`config.mk`:
```
export PLATFORM = sky130hd
export DESIGN_NAME = aliens_prog_fetch
export DESIGN_NICKNAME = d
export VERILOG_FILES = /design/src/rtl/aliens_prog_fetch.sv
export SDC_FILE = /design/constraint.sdc
export NUM_CORES = 1
export LEC_CHECK = 0
export ABC_CLOCK_PERIOD_IN_PS = 1720
export BUFFER_PORTS_ARGS = -buffer_cell sky130_fd_sc_hd__buf_4
export CAP_MARGIN = 10
export CORE_AREA = 2 2 90 92
export CTS_BUF_LIST = sky130_fd_sc_hd__clkbuf_4 sky130_fd_sc_hd__clkbuf_8
export CTS_CLUSTER_DIAMETER = 100
export DETAILED_ROUTE_END_ITERATION = 8
export DIE_AREA = 0 0 92 94
export GPL_TIMING_DRIVEN = 0
export HOLD_SLACK_MARGIN = 0.1
export PLACE_DENSITY = 0.75
export SYNTH_ARGS = -nofsm -noshare
export SYNTH_HDL_FRONTEND = slang
export SYNTH_SLANG_ARGS = --single-unit
```
`constraint.sdc`:
```
create_clock -name CLK -period 1.72 [get_ports CLK]
set_input_delay 0.086 -clock CLK [delete_from_list [all_inputs] [get_ports CLK]]
set_output_delay 0.086 -clock CLK [all_outputs]
set_load 0.02 [all_outputs]
```
`src/rtl/aliens_prog_fetch.sv`:
```
// -----------------------------------------------------------------------------
// aliens_prog_fetch
//
// Program-ROM fetch controller for the Aliens CPU board. Turns CPU program
// byte reads (qualified by the decoder's active-low PROG select) into 16-bit
// word reads on the SDRAM port, keeps a one-word fetch buffer so the second
// byte of a word is served locally, owns the CPU bank latch and stalls the
// CPU through CPU_WAIT until the requested byte is on ROM_DATA.
//
// Ports
//   CLK, RESETn     clock, asynchronous active-low reset
//   CPU_A[15:0]     CPU byte address
//   CPU_RW          1 = read, 0 = write
//   PROG            active-low program-ROM select (AS already qualified)
//   BANK_WR         one-cycle strobe, loads CPU_DO[4:0] into the bank latch
//   CPU_DO[7:0]     CPU write data
//   BK4             bank latch bit 4, back to the decoder
//   ROM_DATA[7:0]   program byte to the CPU data mux
//   CPU_WAIT        active-high CPU stall
//   SD_REQ          SDRAM read request (level)
//   SD_ADDR         SDRAM word address, stable while SD_REQ=1
//   SD_RDY          one-cycle pulse, SD_DATA valid
//   SD_DATA[15:0]   SDRAM word, [15:8] even byte, [7:0] odd byte
// -----------------------------------------------------------------------------
module aliens_prog_fetch #(
    parameter int                  SDRAM_AW = 23,
    parameter logic [SDRAM_AW-1:0] ROM_BASE = '0
) (
    input  logic                CLK,
    input  logic                RESETn,
    input  logic [15:0]         CPU_A,
    input  logic                CPU_RW,
    input  logic                PROG,
    input  logic                BANK_WR,
    input  logic [7:0]          CPU_DO,
    output logic                BK4,
    output logic [7:0]          ROM_DATA,
    output logic                CPU_WAIT,
    output logic                SD_REQ,
    output logic [SDRAM_AW-1:0] SD_ADDR,
    input  logic                SD_RDY,
    input  logic [15:0]         SD_DATA
);

    typedef enum logic [1:0] {
        ST_IDLE,
        ST_HIT,
        ST_FETCH,
        ST_SERVED
    } state_t;

    state_t               state_q,    state_d;
    logic [4:0]           bk_q,       bk_d;
    logic [7:0]           rom_data_q, rom_data_d;
    logic                 sd_req_q,   sd_req_d;
    logic [SDRAM_AW-1:0]  sd_addr_q,  sd_addr_d;
    logic [16:0]          buf_wa_q,   buf_wa_d;
    logic [15:0]          buf_data_q, buf_data_d;
    logic                 buf_v_q,    buf_v_d;
    logic                 done_q,     done_d;
    logic [16:0]          cap_wa_q,   cap_wa_d;
    logic                 cap_ra0_q,  cap_ra0_d;

    logic [17:0]          ra;
    logic [16:0]          wa;
    logic                 rd_req;
    logic                 unused_do;

    // Only the low five bits of the CPU data bus reach the bank latch.
    assign unused_do = ^CPU_DO[7:5];

    // ROM byte address: the upper half of CPU space maps onto the top 32 KB
    // of ROM, the banked window selects one of 16 8 KB pages.
    assign ra     = CPU_A[15] ? {3'b111, CPU_A[14:0]}
                              : {1'b0, bk_q[3:0], CPU_A[12:0]};
    assign wa     = ra[17:1];
    assign rd_req = ~PROG & CPU_RW;

    function automatic logic [7:0] pick_byte(input logic [15:0] word, input logic odd);
        return odd ? word[7:0] : word[15:8];
    endfunction

    // -------------------------------------------------------------------------
    // Next-state and datapath decisions
    // -------------------------------------------------------------------------
    always_comb begin
        // NOTE: every signal driven here gets its hold value first, so no path
        // through the case can leave one unassigned and infer a latch.
        state_d    = state_q;
        bk_d       = bk_q;
        rom_data_d = rom_data_q;
        sd_req_d   = sd_req_q;
        sd_addr_d  = sd_addr_q;
        buf_wa_d   = buf_wa_q;
        buf_data_d = buf_data_q;
        buf_v_d    = buf_v_q;
        done_d     = done_q;
        cap_wa_d   = cap_wa_q;
        cap_ra0_d  = cap_ra0_q;

        // The bank latch is independent of the fetch FSM; an access in
        // flight already holds its own captured word address.
        if (BANK_WR) begin
            bk_d = CPU_DO[4:0];
        end

        unique case (state_q)
            ST_IDLE: begin
                if (rd_req) begin
                    cap_wa_d  = wa;
                    cap_ra0_d = ra[0];
                    if (buf_v_q && (buf_wa_q == wa)) begin
                        state_d = ST_HIT;
                    end else begin
                        state_d   = ST_FETCH;
                        sd_req_d  = 1'b1;
                        sd_addr_d = ROM_BASE + SDRAM_AW'(wa);
                    end
                end
            end

            ST_HIT: begin
                rom_data_d = pick_byte(buf_data_q, cap_ra0_q);
                done_d     = 1'b1;
                state_d    = ST_SERVED;
            end

            ST_FETCH: begin
                if (SD_RDY) begin
                    buf_data_d = SD_DATA;
                    buf_wa_d   = cap_wa_q;
                    buf_v_d    = 1'b1;
                    rom_data_d = pick_byte(SD_DATA, cap_ra0_q);
                    sd_req_d   = 1'b0;
                    // A CPU that has already left the cycle still gets the
                    // word buffered, but there is nobody left to release.
                    if (!PROG) begin
                        done_d  = 1'b1;
                        state_d = ST_SERVED;
                    end else begin
                        state_d = ST_IDLE;
                    end
                end
            end

            ST_SERVED: begin
                if (PROG) begin
                    done_d  = 1'b0;
                    state_d = ST_IDLE;
                end
            end

            default: state_d = ST_IDLE;
        endcase
    end

    // -------------------------------------------------------------------------
    // State register
    // -------------------------------------------------------------------------
    always_ff @(posedge CLK or negedge RESETn) begin
        if (!RESETn) begin
            // NOTE: the buffer is only a few flops, so it is reset with the
            // rest; buf_v is what actually guarantees no stale hit.
            state_q    <= ST_IDLE;
            bk_q       <= 5'h00;
            rom_data_q <= 8'hFF;
            sd_req_q   <= 1'b0;
            sd_addr_q  <= '0;
            buf_wa_q   <= '0;
            buf_data_q <= '0;
            buf_v_q    <= 1'b0;
            done_q     <= 1'b0;
            cap_wa_q   <= '0;
            cap_ra0_q  <= 1'b0;
        end else begin
            // NOTE: non-blocking assignments so every register samples the
            // values computed from the previous cycle's state.
            state_q    <= state_d;
            bk_q       <= bk_d;
            rom_data_q <= rom_data_d;
            sd_req_q   <= sd_req_d;
            sd_addr_q  <= sd_addr_d;
            buf_wa_q   <= buf_wa_d;
            buf_data_q <= buf_data_d;
            buf_v_q    <= buf_v_d;
            done_q     <= done_d;
            cap_wa_q   <= cap_wa_d;
            cap_ra0_q  <= cap_ra0_d;
        end
    end

    assign BK4      = bk_q[4];
    assign ROM_DATA = rom_data_q;
    assign SD_REQ   = sd_req_q;
    assign SD_ADDR  = sd_addr_q;

    // Stall only a CPU read that has not been served yet. With PROG high the
    // term is 0, which also covers IDLE on the cycle PROG rises and an
    // aborted fetch still waiting for SD_RDY.
    assign CPU_WAIT = rd_req & ~done_q;

endmodule

```
# Word-level counts from Yosys, hierarchy flattened
# Cells that the tools add are included.
[word_totals]
memories = 0
out_inout_bits = 34
in_bits = 46
ram_bits = 0
wordCells = 56
reg_bits = 86
mem_bits_ro = 0
latchBits = 0
[op_classes]
multipliers = 0
eq_ne = 9
bitwise_logic = 5
n_reduce_logical = 12
add_sub_neg = 0
n_div = 0
shift = 0
order_cmp = 0
muxes = 19
[ops]
columns = ["op", "count"]
rows = [
  ["$mux 8", 3],
  ["$mux 18", 1],
  ["$eq 17x17->1", 1],
  ["$pmux 8 s2", 1],
  ["$mux 2", 5],
  ["$ne 2x2->1 const B", 5],
  ["$pmux 2 s4", 1],
  ["$reduce_and 4->1", 2],
  ["$mux 1", 6],
  ["$reduce_and 2->1", 3],
  ["$reduce_and 3->1", 2],
  ["$eq 2x2->1 const B", 2],
  ["$reduce_bool 2->1", 2],
  ["$not 1->1", 3],
  ["$pmux 1 s3", 1],
  ["$reduce_bool 3->1", 1],
  ["$and 1x1->1", 2],
  ["$eq 2x1->1 const B", 1],
  ["$logic_not 2->1", 1],
  ["$pmux 1 s2", 1],
  ["$logic_and 1x1->1", 1],
]

# Logic depth before layout (Yosys ltp)
# Gate-level depths: netlist of the first run.
[logic_depth]
word_depth = 6
depth_mapped = 7
depth_no_buf = 5

# Worst setup path before layout of the first run
# No wires, ideal clock.
[synth_path]
path_kind = "reg2reg"
from = "reg state_q[1]"
to = "reg sd_addr_q[10], in the netlist SD_ADDR[10]"
t_arrival_ps = 1758
path_buffers = 3
setup_time_ps = 125
path_stages_with_launch = 7
required_time_ps = 1595
synth_period_minus_slack_ps = 1883
slack_ps = -163
path_cell_list = "dfrtp_1 -> buf_2 -> or3_1 -> buf_2 -> a31oi_4 -> buf_6 -> mux2_4"
[synth_between]
elab_chain_len = 2
[synth_rtl]
columns = ["element", "line_no", "text"]
rows = [
  ["start: declaration", "52", "state_t state_q, state_d;"],
  ["start signal: assignment", "178", "state_q <= state_d;"],
  ["$logic_not 2->1", "107", "unique case (state_q)"],
  ["$reduce_and 3->1 (no line)", "-", ""],
  ["end signal: assignment", "182", "sd_addr_q <= sd_addr_d;"],
  ["end: declaration", "56", "logic [SDRAM_AW-1:0] sd_addr_q, sd_addr_d;"],
]
# Every way passes these cells.
# A chain may end at the register's enable or synchronous reset.

# Worst setup path after layout of the first run
[layout_path]
from = "reg buf_wa_q[0]"
to = "reg sd_addr_q[11], in the netlist SD_ADDR[11]"
[layout_between]
elab_chain_len = 4
[layout_rtl]
columns = ["element", "line_no", "text"]
rows = [
  ["start: declaration", "57", "logic [16:0] buf_wa_q, buf_wa_d;"],
  ["start signal: assignment", "183", "buf_wa_q <= buf_wa_d;"],
  ["$eq 17x17->1", "112", "if (buf_v_q && (buf_wa_q == wa)) begin"],
  ["$logic_and 1x1->1", "112", ""],
  ["$not 1->1 (no line)", "-", ""],
  ["$reduce_and 3->1 (no line)", "-", ""],
]
# Every way passes these cells.

==> metrics.txt, run 1 <==
# TYPE chip_impl_metric gauge
chip_impl_info{name="cp-end-kind",value="flop"} 1
chip_impl_metric{name="dp.final_hpwl",unit="um"} 4750
chip_impl_metric{name="nets",unit=""} 430
chip_impl_metric{name="maxSlewViolCount",unit=""} 0
chip_impl_info{name="yosys.cell_count.top_type",value="dfrtp_1"} 1
chip_impl_metric{name="dpl.cell_count",unit=""} 426
chip_impl_metric{name="synth-edff-count",unit=""} 0
chip_impl_metric{name="cellLeakagePower",unit="nW"} 2.30
chip_impl_metric{name="cap_violations",unit=""} 0
chip_impl_metric{name="timing.slew.headroom",unit="%"} 30.1
chip_impl_metric{name="path_max_fanout",unit=""} 6
chip_impl_metric{name="antenna_found_initial",unit=""} 0
chip_impl_metric{name="grtUsageTotal",unit="%"} 18.9
chip_impl_metric{name="post_drt_via_cell_ratio",unit=""} 5.04
chip_impl_metric{name="worst_pin_slew",unit="ns"} 1.05
chip_impl_metric{name="placed_area",unit="um2"} 4470
chip_impl_metric{name="synth-compound-area-share",unit="%"} 4.33
chip_impl_metric{name="synthesis.instances",unit=""} 249
chip_impl_metric{name="fin_setup_tns",unit="ns"} -2.56
chip_impl_metric{name="ctsHtreeMaxLevel",unit=""} 3
chip_impl_info{name="whs_endpoint",value="cap_wa_q[12]"} 1
chip_impl_metric{name="synth_sequential_area_ratio",unit="%"} 57.2
chip_impl_info{name="grt_setup_unrepaired",value="true"} 1
chip_impl_metric{name="wire_length_of_the_first_global_routing_pass",unit="um"} 12700
chip_impl_metric{name="clock-sinks",unit=""} 86
chip_impl_info{name="critical_path_class",value="reg2reg"} 1
chip_impl_metric{name="num-fill-cells",unit=""} 547
chip_impl_metric{name="period_share",unit="%"} 109
chip_impl_info{name="source_of_the_worst_hold_timing_path",value="CPU_A[13]"} 1
chip_impl_metric{name="clock_latency",unit="ns"} 0.35
chip_impl_metric{name="final_cells",unit=""} 491
chip_impl_metric{name="portBuffers",unit=""} 70
chip_impl_metric{name="cellPowerDensity",unit="nW/um2"} 1620
chip_impl_info{name="ys_top_cells_by_count",value="78 x dfrtp_1, 68 x mux2_2, 14 x xnor2_1"} 1
chip_impl_metric{name="clock_path_buffers",unit=""} 2
chip_impl_metric{name="via_count",unit=""} 2473
chip_impl_metric{name="fp.coreArea",unit="um2"} 7610
chip_impl_metric{name="maximum_number_of_pins_on_one_net_before_global_route_repair",unit=""} 87
chip_impl_metric{name="final-seq-area",unit="um2"} 2160
chip_impl_metric{name="synthArstFlopShare",unit="%"} 100
chip_impl_metric{name="post_route_cells_drive_above_1_share",unit="%"} 54.0
chip_impl_metric{name="yosys-mux-area-fraction",unit="%"} 27.6
chip_impl_info{name="main_synth_ff_type",value="dfrtp_1"} 1
chip_impl_metric{name="critical_path_arrival",unit="ns"} 2.12
chip_impl_info{name="tritoncts",value="yes"} 1
chip_impl_metric{name="layout.cell_area.non_filler",unit="um2"} 5240
chip_impl_metric{name="setup_viol",unit=""} 18
chip_impl_metric{name="io_count",unit=""} 80
chip_impl_metric{name="route.final.wire_length",unit="um"} 7590
chip_impl_info{name="post_synth_main_area_contributors",value="dfrtp_1 52%, mux2_2 20%, dfstp_2 5.6%, mux4_2 4.8%, xnor2_1 3.2%"} 1
chip_impl_metric{name="dieArea",unit="um2"} 8650
chip_impl_metric{name="cts-buffers-inserted",unit=""} 9
chip_impl_metric{name="r2r_cells",unit=""} 6
chip_impl_info{name="category_of_the_worst_setup_path_launch_point",value="flop"} 1
chip_impl_metric{name="slowest_delay",unit="ns"} 0.41
chip_impl_info{name="status",value="finished with violations"} 1
chip_impl_info{name="r2r-start",value="buf_wa_q[0]"} 1
chip_impl_metric{name="hold_viol_final",unit=""} 0
chip_impl_info{name="crit_path_top_delay_cell",value="dfrtp_1"} 1
chip_impl_metric{name="synth_simple_gate_area_share",unit="%"} 4.04
chip_impl_metric{name="synthesized_area_fraction_occupied_by_xor_and_xnor_cells",unit="%"} 3.67
chip_impl_metric{name="antenna_left",unit=""} 0
chip_impl_metric{name="iter_0_drt_violations",unit=""} 97
chip_impl_metric{name="setup_ws",unit="ns"} -0.161
chip_impl_metric{name="finalWeightedCongestion",unit=""} 0.752
chip_impl_metric{name="achievable_clock_frequency",unit="MHz"} 532
chip_impl_metric{name="post_drt_wl_per_cell",unit="um"} 15.5
chip_impl_metric{name="detailroute.wirelength.met3",unit="um"} 325
chip_impl_metric{name="wl_met2",unit="um"} 3690
chip_impl_metric{name="top_area_cell_type_share_of_the_netlist_area",unit="%"} 51.6
chip_impl_info{name="hold_path_class",value="in2reg"} 1
chip_impl_metric{name="register_bit_total_from_synthesis",unit=""} 86
chip_impl_metric{name="num_antenna_cells",unit=""} 0
chip_impl_metric{name="effective_utilization_at_floorplan",unit="%"} 49.7
chip_impl_info{name="synth_area_leader_cell",value="dfrtp_1"} 1
chip_impl_metric{name="grt_pass1_vias",unit=""} 2580
chip_impl_metric{name="crit_path_buf_inv_count",unit=""} 1
chip_impl_metric{name="clk_pin_slew_worst_paths",unit="ns"} 0.08
chip_impl_metric{name="largest_vdd_supply_drop",unit="uV"} 824
chip_impl_info{name="worstReg2RegEnd",value="SD_ADDR[11]"} 1
chip_impl_info{name="highest_layer",value="met4"} 1
chip_impl_metric{name="drtPass1Iterations",unit=""} 4
chip_impl_info{name="cts.root.buffer_cell",value="clkbuf_8"} 1
chip_impl_metric{name="synthesis.area_per_instance",unit="um2"} 15.2
chip_impl_metric{name="cp_data_required_time",unit="ns"} 1.96
chip_impl_metric{name="area_delta_synth_final",unit="%"} 38.5
chip_impl_info{name="failing_checks",value="setup timing"} 1
chip_impl_metric{name="die_w",unit="um"} 92
chip_impl_metric{name="detailed_route_drc_error_count",unit=""} 0
chip_impl_metric{name="timing.clock.skew",unit="ns"} 0.00822
chip_impl_info{name="cp_top_family",value="simple AND/OR/NAND/NOR gates"} 1
chip_impl_metric{name="yosysUniqueCellTypes",unit=""} 37
chip_impl_metric{name="totalPowerFinal",unit="mW"} 8.50
chip_impl_info{name="synth_top_family_by_area",value="multiplexers"} 1
chip_impl_metric{name="placement_rows",unit=""} 32
chip_impl_metric{name="shortest_period_the_worst_path_allows",unit="ns"} 1.88
chip_impl_metric{name="hold-path-cell-count",unit=""} 4
chip_impl_metric{name="die_height",unit="um"} 94
chip_impl_metric{name="wl_met1",unit="um"} 3470
chip_impl_metric{name="grt_overflow",unit=""} 0
chip_impl_metric{name="worst-r2r-setup-slack",unit="ns"} -0.16
chip_impl_metric{name="synth-adder-area-share",unit="%"} 0
chip_impl_metric{name="mappedNetlistArea",unit="um2"} 3780
chip_impl_info{name="cp_cell_sequence",value="xnor2_1 -> nand4_1 -> nor4_4 -> a31oi_4 -> buf_8 -> mux2_4"} 1
chip_impl_metric{name="yosysWarningCount",unit=""} 0
chip_impl_metric{name="multi_input_comb_area",unit="um2"} 1540
-- worst reg2reg max path: stages (launching register included) --
cell	delay (ns)
dfrtp_1	0.41
xnor2_1	0.15
nand4_1	0.14
nor4_4	0.40
a31oi_4	0.19
buf_8	0.18
mux2_4	0.30
-- per-layer routing --
metal	vias up	global-route usage [%]
li1	1145	-
met1	1261	26.2
met2	57	30.7
met3	10	3.13
met4	0	6.34
met5	-	0
-- sequential cells by signal, summed over array words and instances (netlist names) --
signal      flops
cap_ra0_q       1
cap_wa_q       17
buf_wa_q       17
done_q          1
buf_data_q     16
bk_q            5
state_q         2
buf_v_q         1
SD_ADDR        17
SD_REQ          1
ROM_DATA        8
-- where the power goes --
group	internal, mW	switching (mW)	leakage, nW
sequential	3.05	0.580	0.995
combinational	1.98	1.33	1.20
clock	0.823	0.738	0.106
-- logic make-up (layout without fill, tap and decap cells) --
kind of cell / after synthesis / after routing
and+or+nand+nor: 24 / 24
xor gates and xnor gates: 15 / 15
AOI/OAI and AO/OA: 21 / 21
buffers and inverters: 19 / 154
DFF: 86 / 86
other: 1 / 6
muxes: 83 / 83
-- cells in the final DEF (no fill, tap or decap), types with 3 or more instances in the layout --
master and count:
nand2b_1 3, o22a_1 4, mux4_2 8, or3_1 3
mux2_4 5, o21a_1 6, clkbuf_8 9, dlygate4sd3_1 44
buf_6 5, dfrtp_1 77, nand4_1 3, nand2_1 5
dfstp_2 8, nor3_2 3, xnor2_1 14, mux2_2 68
buf_4 84, conb_1 6
-- how the worst max path moves through the flow --
stage                 from     endpoint  cells after the start
2_1_floorplan   state_q[1]  SD_ADDR[10]                      6
6_report       buf_wa_q[0]  SD_ADDR[11]                      6
3_3_place_gp       bk_q[3]   SD_ADDR[7]                      6
3_5_place_dp       bk_q[3]  SD_ADDR[10]                      6
4_1_cts        buf_wa_q[1]  SD_ADDR[12]                      6
5_1_grt        buf_wa_q[9]  SD_ADDR[12]                      6
-- cell type report --
type	count	share of cell area, %
multi-input combinational	149	29.4
buffer	14	2.34
timing repair buffer	123	20.3
sequential	86	41.3
clock buffer	9	2.36
inverter	1	0.0717
tap	102	2.44
clock inverter	7	1.86
-- per-stage QoR --
stage / utilization [%] / setup slack, ns / hold WS (ns)
after floorplan: - / -0.0870 / -0.210
after global placement: 58.7 / -0.447 / 0.320
after detailed placement: 58.7 / -0.418 / 0.322
after CTS: 68.5 / -0.176 / -0.0139
after global routing: 68.9 / -0.241 / 0.151
final: 68.9 / -0.161 / 0.125
-- timing repair --
action,in CTS,in global routing
gates cloned,1,0
endpoints found under the hold margin,127,2
buffers inserted,6,2
pin swaps,3,2
hold buffers,43,1
gates resized for setup,7,4
endpoints found under the setup margin,57,27
Note: power is estimated with default switching activity, not from simulation.
==> run 2: changes to the inputs <==
--- a/config.mk
+++ b/config.mk
@@ -8,14 +8,17 @@
 export ABC_CLOCK_PERIOD_IN_PS = 1720
 export BUFFER_PORTS_ARGS = -buffer_cell sky130_fd_sc_hd__buf_4
 export CAP_MARGIN = 10
-export CORE_AREA = 2 2 90 92
+export CELL_PAD_IN_SITES_DETAIL_PLACEMENT = 0
+export CELL_PAD_IN_SITES_GLOBAL_PLACEMENT = 2
+export CORE_AREA = 2 2 107 109
 export CTS_BUF_LIST = sky130_fd_sc_hd__clkbuf_4 sky130_fd_sc_hd__clkbuf_8
 export CTS_CLUSTER_DIAMETER = 100
 export DETAILED_ROUTE_END_ITERATION = 8
-export DIE_AREA = 0 0 92 94
+export DIE_AREA = 0 0 109 111
 export GPL_TIMING_DRIVEN = 0
 export HOLD_SLACK_MARGIN = 0.1
-export PLACE_DENSITY = 0.75
+export PLACE_DENSITY = 0.76
+export RECOVER_POWER = 25
 export SYNTH_ARGS = -nofsm -noshare
 export SYNTH_HDL_FRONTEND = slang
 export SYNTH_SLANG_ARGS = --single-unit
==> metrics.txt, run 2 (same netlist as run 1, synthesis figures left out) <==
# TYPE chip_impl_metric gauge
chip_impl_metric{name="multi_input_comb_area",unit="um2"} 1550
chip_impl_metric{name="io_count",unit=""} 80
chip_impl_metric{name="achievable_clock_frequency",unit="MHz"} 541
chip_impl_metric{name="maxSlewViolCount",unit=""} 0
chip_impl_info{name="failing_checks",value="setup timing"} 1
chip_impl_metric{name="critical_path_arrival",unit="ns"} 2.08
chip_impl_metric{name="detailed_route_drc_error_count",unit=""} 0
chip_impl_metric{name="post_drt_via_cell_ratio",unit=""} 4.60
chip_impl_metric{name="clock-sinks",unit=""} 86
chip_impl_metric{name="clock_path_buffers",unit=""} 2
chip_impl_info{name="crit_path_top_delay_cell",value="dfrtp_1"} 1
chip_impl_metric{name="area_delta_synth_final",unit="%"} 35.9
chip_impl_metric{name="portBuffers",unit=""} 70
chip_impl_metric{name="setup_ws",unit="ns"} -0.129
chip_impl_metric{name="setup_viol",unit=""} 14
chip_impl_metric{name="worst_pin_slew",unit="ns"} 1.18
chip_impl_metric{name="final-seq-area",unit="um2"} 2160
chip_impl_metric{name="grt_pass1_vias",unit=""} 2536
chip_impl_metric{name="cts-buffers-inserted",unit=""} 9
chip_impl_metric{name="period_share",unit="%"} 108
chip_impl_metric{name="clk_pin_slew_worst_paths",unit="ns"} 0.09
chip_impl_info{name="cp_top_family",value="compound AO/OA/AOI/OAI gates"} 1
chip_impl_info{name="source_of_the_worst_hold_timing_path",value="CPU_A[13]"} 1
chip_impl_metric{name="cellLeakagePower",unit="nW"} 2.18
chip_impl_metric{name="path_max_fanout",unit=""} 6
chip_impl_metric{name="wire_length_of_the_first_global_routing_pass",unit="um"} 12800
chip_impl_metric{name="grt_overflow",unit=""} 0
chip_impl_metric{name="via_count",unit=""} 2432
chip_impl_metric{name="totalPowerFinal",unit="mW"} 8.16
chip_impl_metric{name="timing.slew.headroom",unit="%"} 21.4
chip_impl_metric{name="slowest_delay",unit="ns"} 0.43
chip_impl_metric{name="cp_data_required_time",unit="ns"} 1.95
chip_impl_info{name="mostFrequentLayoutCells",value="77 x dfrtp_1, 68 x mux2_2, 54 x buf_4, 44 x dlygate4sd3_1, 26 x clkbuf_1"} 1
chip_impl_metric{name="die_height",unit="um"} 111
chip_impl_info{name="category_of_the_worst_setup_path_launch_point",value="flop"} 1
chip_impl_metric{name="cellPowerDensity",unit="nW/um2"} 1590
chip_impl_metric{name="r2r_cells",unit=""} 6
chip_impl_info{name="hold_path_class",value="in2reg"} 1
chip_impl_metric{name="grtUsageTotal",unit="%"} 13.9
chip_impl_metric{name="post_route_cells_drive_above_1_share",unit="%"} 46.6
chip_impl_metric{name="fp.coreArea",unit="um2"} 11100
chip_impl_info{name="r2r-start",value="bk_q[3]"} 1
chip_impl_metric{name="largest_vdd_supply_drop",unit="uV"} 649
chip_impl_metric{name="effective_utilization_at_floorplan",unit="%"} 34.1
chip_impl_metric{name="nets",unit=""} 427
chip_impl_info{name="status",value="finished with violations"} 1
chip_impl_metric{name="hold_viol_final",unit=""} 0
chip_impl_metric{name="shortest_period_the_worst_path_allows",unit="ns"} 1.85
chip_impl_info{name="grt_setup_unrepaired",value="true"} 1
chip_impl_info{name="cp_cell_sequence",value="o21a_1 -> o22ai_2 -> nor4_4 -> a31oi_4 -> buf_4 -> mux2_2"} 1
chip_impl_metric{name="num_antenna_cells",unit=""} 0
chip_impl_info{name="cp-end-kind",value="flop"} 1
chip_impl_metric{name="fin_util",unit="%"} 46.4
chip_impl_metric{name="dp.final_hpwl",unit="um"} 5120
chip_impl_metric{name="finalWeightedCongestion",unit=""} 0.761
chip_impl_metric{name="placement_rows",unit=""} 39
chip_impl_info{name="cts.root.buffer_cell",value="clkbuf_8"} 1
chip_impl_metric{name="post_drt_wl_per_cell",unit="um"} 15.0
chip_impl_metric{name="dieArea",unit="um2"} 12100
chip_impl_metric{name="timing.clock.skew",unit="ns"} 0.0131
chip_impl_metric{name="iter_0_drt_violations",unit=""} 86
chip_impl_metric{name="die_w",unit="um"} 109
chip_impl_metric{name="antenna_found_initial",unit=""} 0
chip_impl_metric{name="route.final.wire_length",unit="um"} 7950
chip_impl_metric{name="num-fill-cells",unit=""} 1025
chip_impl_info{name="tritoncts",value="yes"} 1
chip_impl_metric{name="worst-r2r-setup-slack",unit="ns"} -0.13
chip_impl_metric{name="maximum_number_of_pins_on_one_net_before_global_route_repair",unit=""} 87
chip_impl_metric{name="hold-path-cell-count",unit=""} 4
chip_impl_info{name="final_common_cell",value="dfrtp_1"} 1
chip_impl_metric{name="ctsHtreeMaxLevel",unit=""} 3
chip_impl_info{name="worstReg2RegEnd",value="SD_ADDR[1]"} 1
chip_impl_metric{name="antenna_left",unit=""} 0
chip_impl_metric{name="clock_latency",unit="ns"} 0.34
chip_impl_metric{name="drtPass1Iterations",unit=""} 2
chip_impl_metric{name="crit_path_buf_inv_count",unit=""} 1
chip_impl_info{name="critical_path_class",value="reg2reg"} 1
chip_impl_metric{name="cap_violations",unit=""} 0
chip_impl_info{name="whs_endpoint",value="cap_wa_q[12]"} 1
==> run 2: cell count changes in the layout (fill, tap and decap cells not counted), moves of 2 or more <==
cell,change
clkbuf_1,+26
dfstp_2,-2
dfstp_1,+2
xnor2_1,-2
clkbuf_4,+2
clkbuf_8,+2
buf_4,-30
xnor2_2,+2
==> run 2: metrics by stage <==
| stage | instances | hold slack [ns] | setup slack [ns] | setup TNS [ns] | instance area, um2 |
|---|---|---|---|---|---|
| after floorplan | 254 | -0.210 | -0.0870 | -0.435 | 3810 |
| after global placement | 467 | 0.323 | -0.446 | -10.40 | 4520 |
| after detailed placement | 467 | 0.323 | -0.446 | -9.90 | 4520 |
| after CTS | 527 | -0.0195 | -0.140 | -1.70 | 5200 |
| after global routing | 529 | 0.153 | -0.190 | -2.63 | 5140 |
| final | 529 | 0.128 | -0.129 | -1.54 | 5140 |
==> run 2: final cells by class <==
type | instances | share of cell area, %
clock buffers | 12 | 3.09
flip-flops and latches | 86 | 42.1
inverters | 1 | 0.0730
well taps | 143 | 3.48
repair buffers | 120 | 17.8
clock inverters | 4 | 1.07
multi-input cells | 149 | 30.2
plain buffers | 14 | 2.21
==> run 2: how the worst max path moves through the flow <==
| stage | start | endpoint | slack (ns) | depth (start not counted) |
|---|---|---|---|---|
| after CTS | buf_wa_q[2] | SD_ADDR[10] | -0.14 | 6 |
| after global routing | bk_q[3] | SD_ADDR[1] | -0.19 | 6 |
| after detailed placement | bk_q[3] | SD_ADDR[11] | -0.45 | 6 |
| after global placement | bk_q[3] | SD_ADDR[7] | -0.45 | 6 |
| after floorplan | state_q[1] | SD_ADDR[10] | -0.09 | 6 |
| final | bk_q[3] | SD_ADDR[1] | -0.13 | 6 |
==> run 2: what timing repair did <==
item | in CTS | in global routing
gates resized for setup | 4 | 4
setup buffers | 6 | 0
hold buffers | 42 | 2
cloned | 0 | 0
endpoints found under the setup margin | 57 | 20
pin swaps | 3 | 3
hold endpoints to repair | 127 | 4
==> run 2: worst min-delay path, delay by kind of cell <==
| family | cells | cell delay, ns |
|---|---|---|
| mux | 1 | 0.07 |
| buf+inv | 1 | 0.08 |
| simple gates | 1 | 0.08 |
| compound gates | 1 | 0.12 |
==> run 2: routing by layer <==
metal	global-route usage, %	wire length (um)
met1	19.4	3790
met2	21.6	3720
met3	2.53	291
met4	4.96	151
met5	0	0
==> run 2: power breakdown <==
part / switching [mW] / internal [mW]
clock network: 0.711 / 0.773
logic: 1.33 / 1.73
registers: 0.576 / 3.05
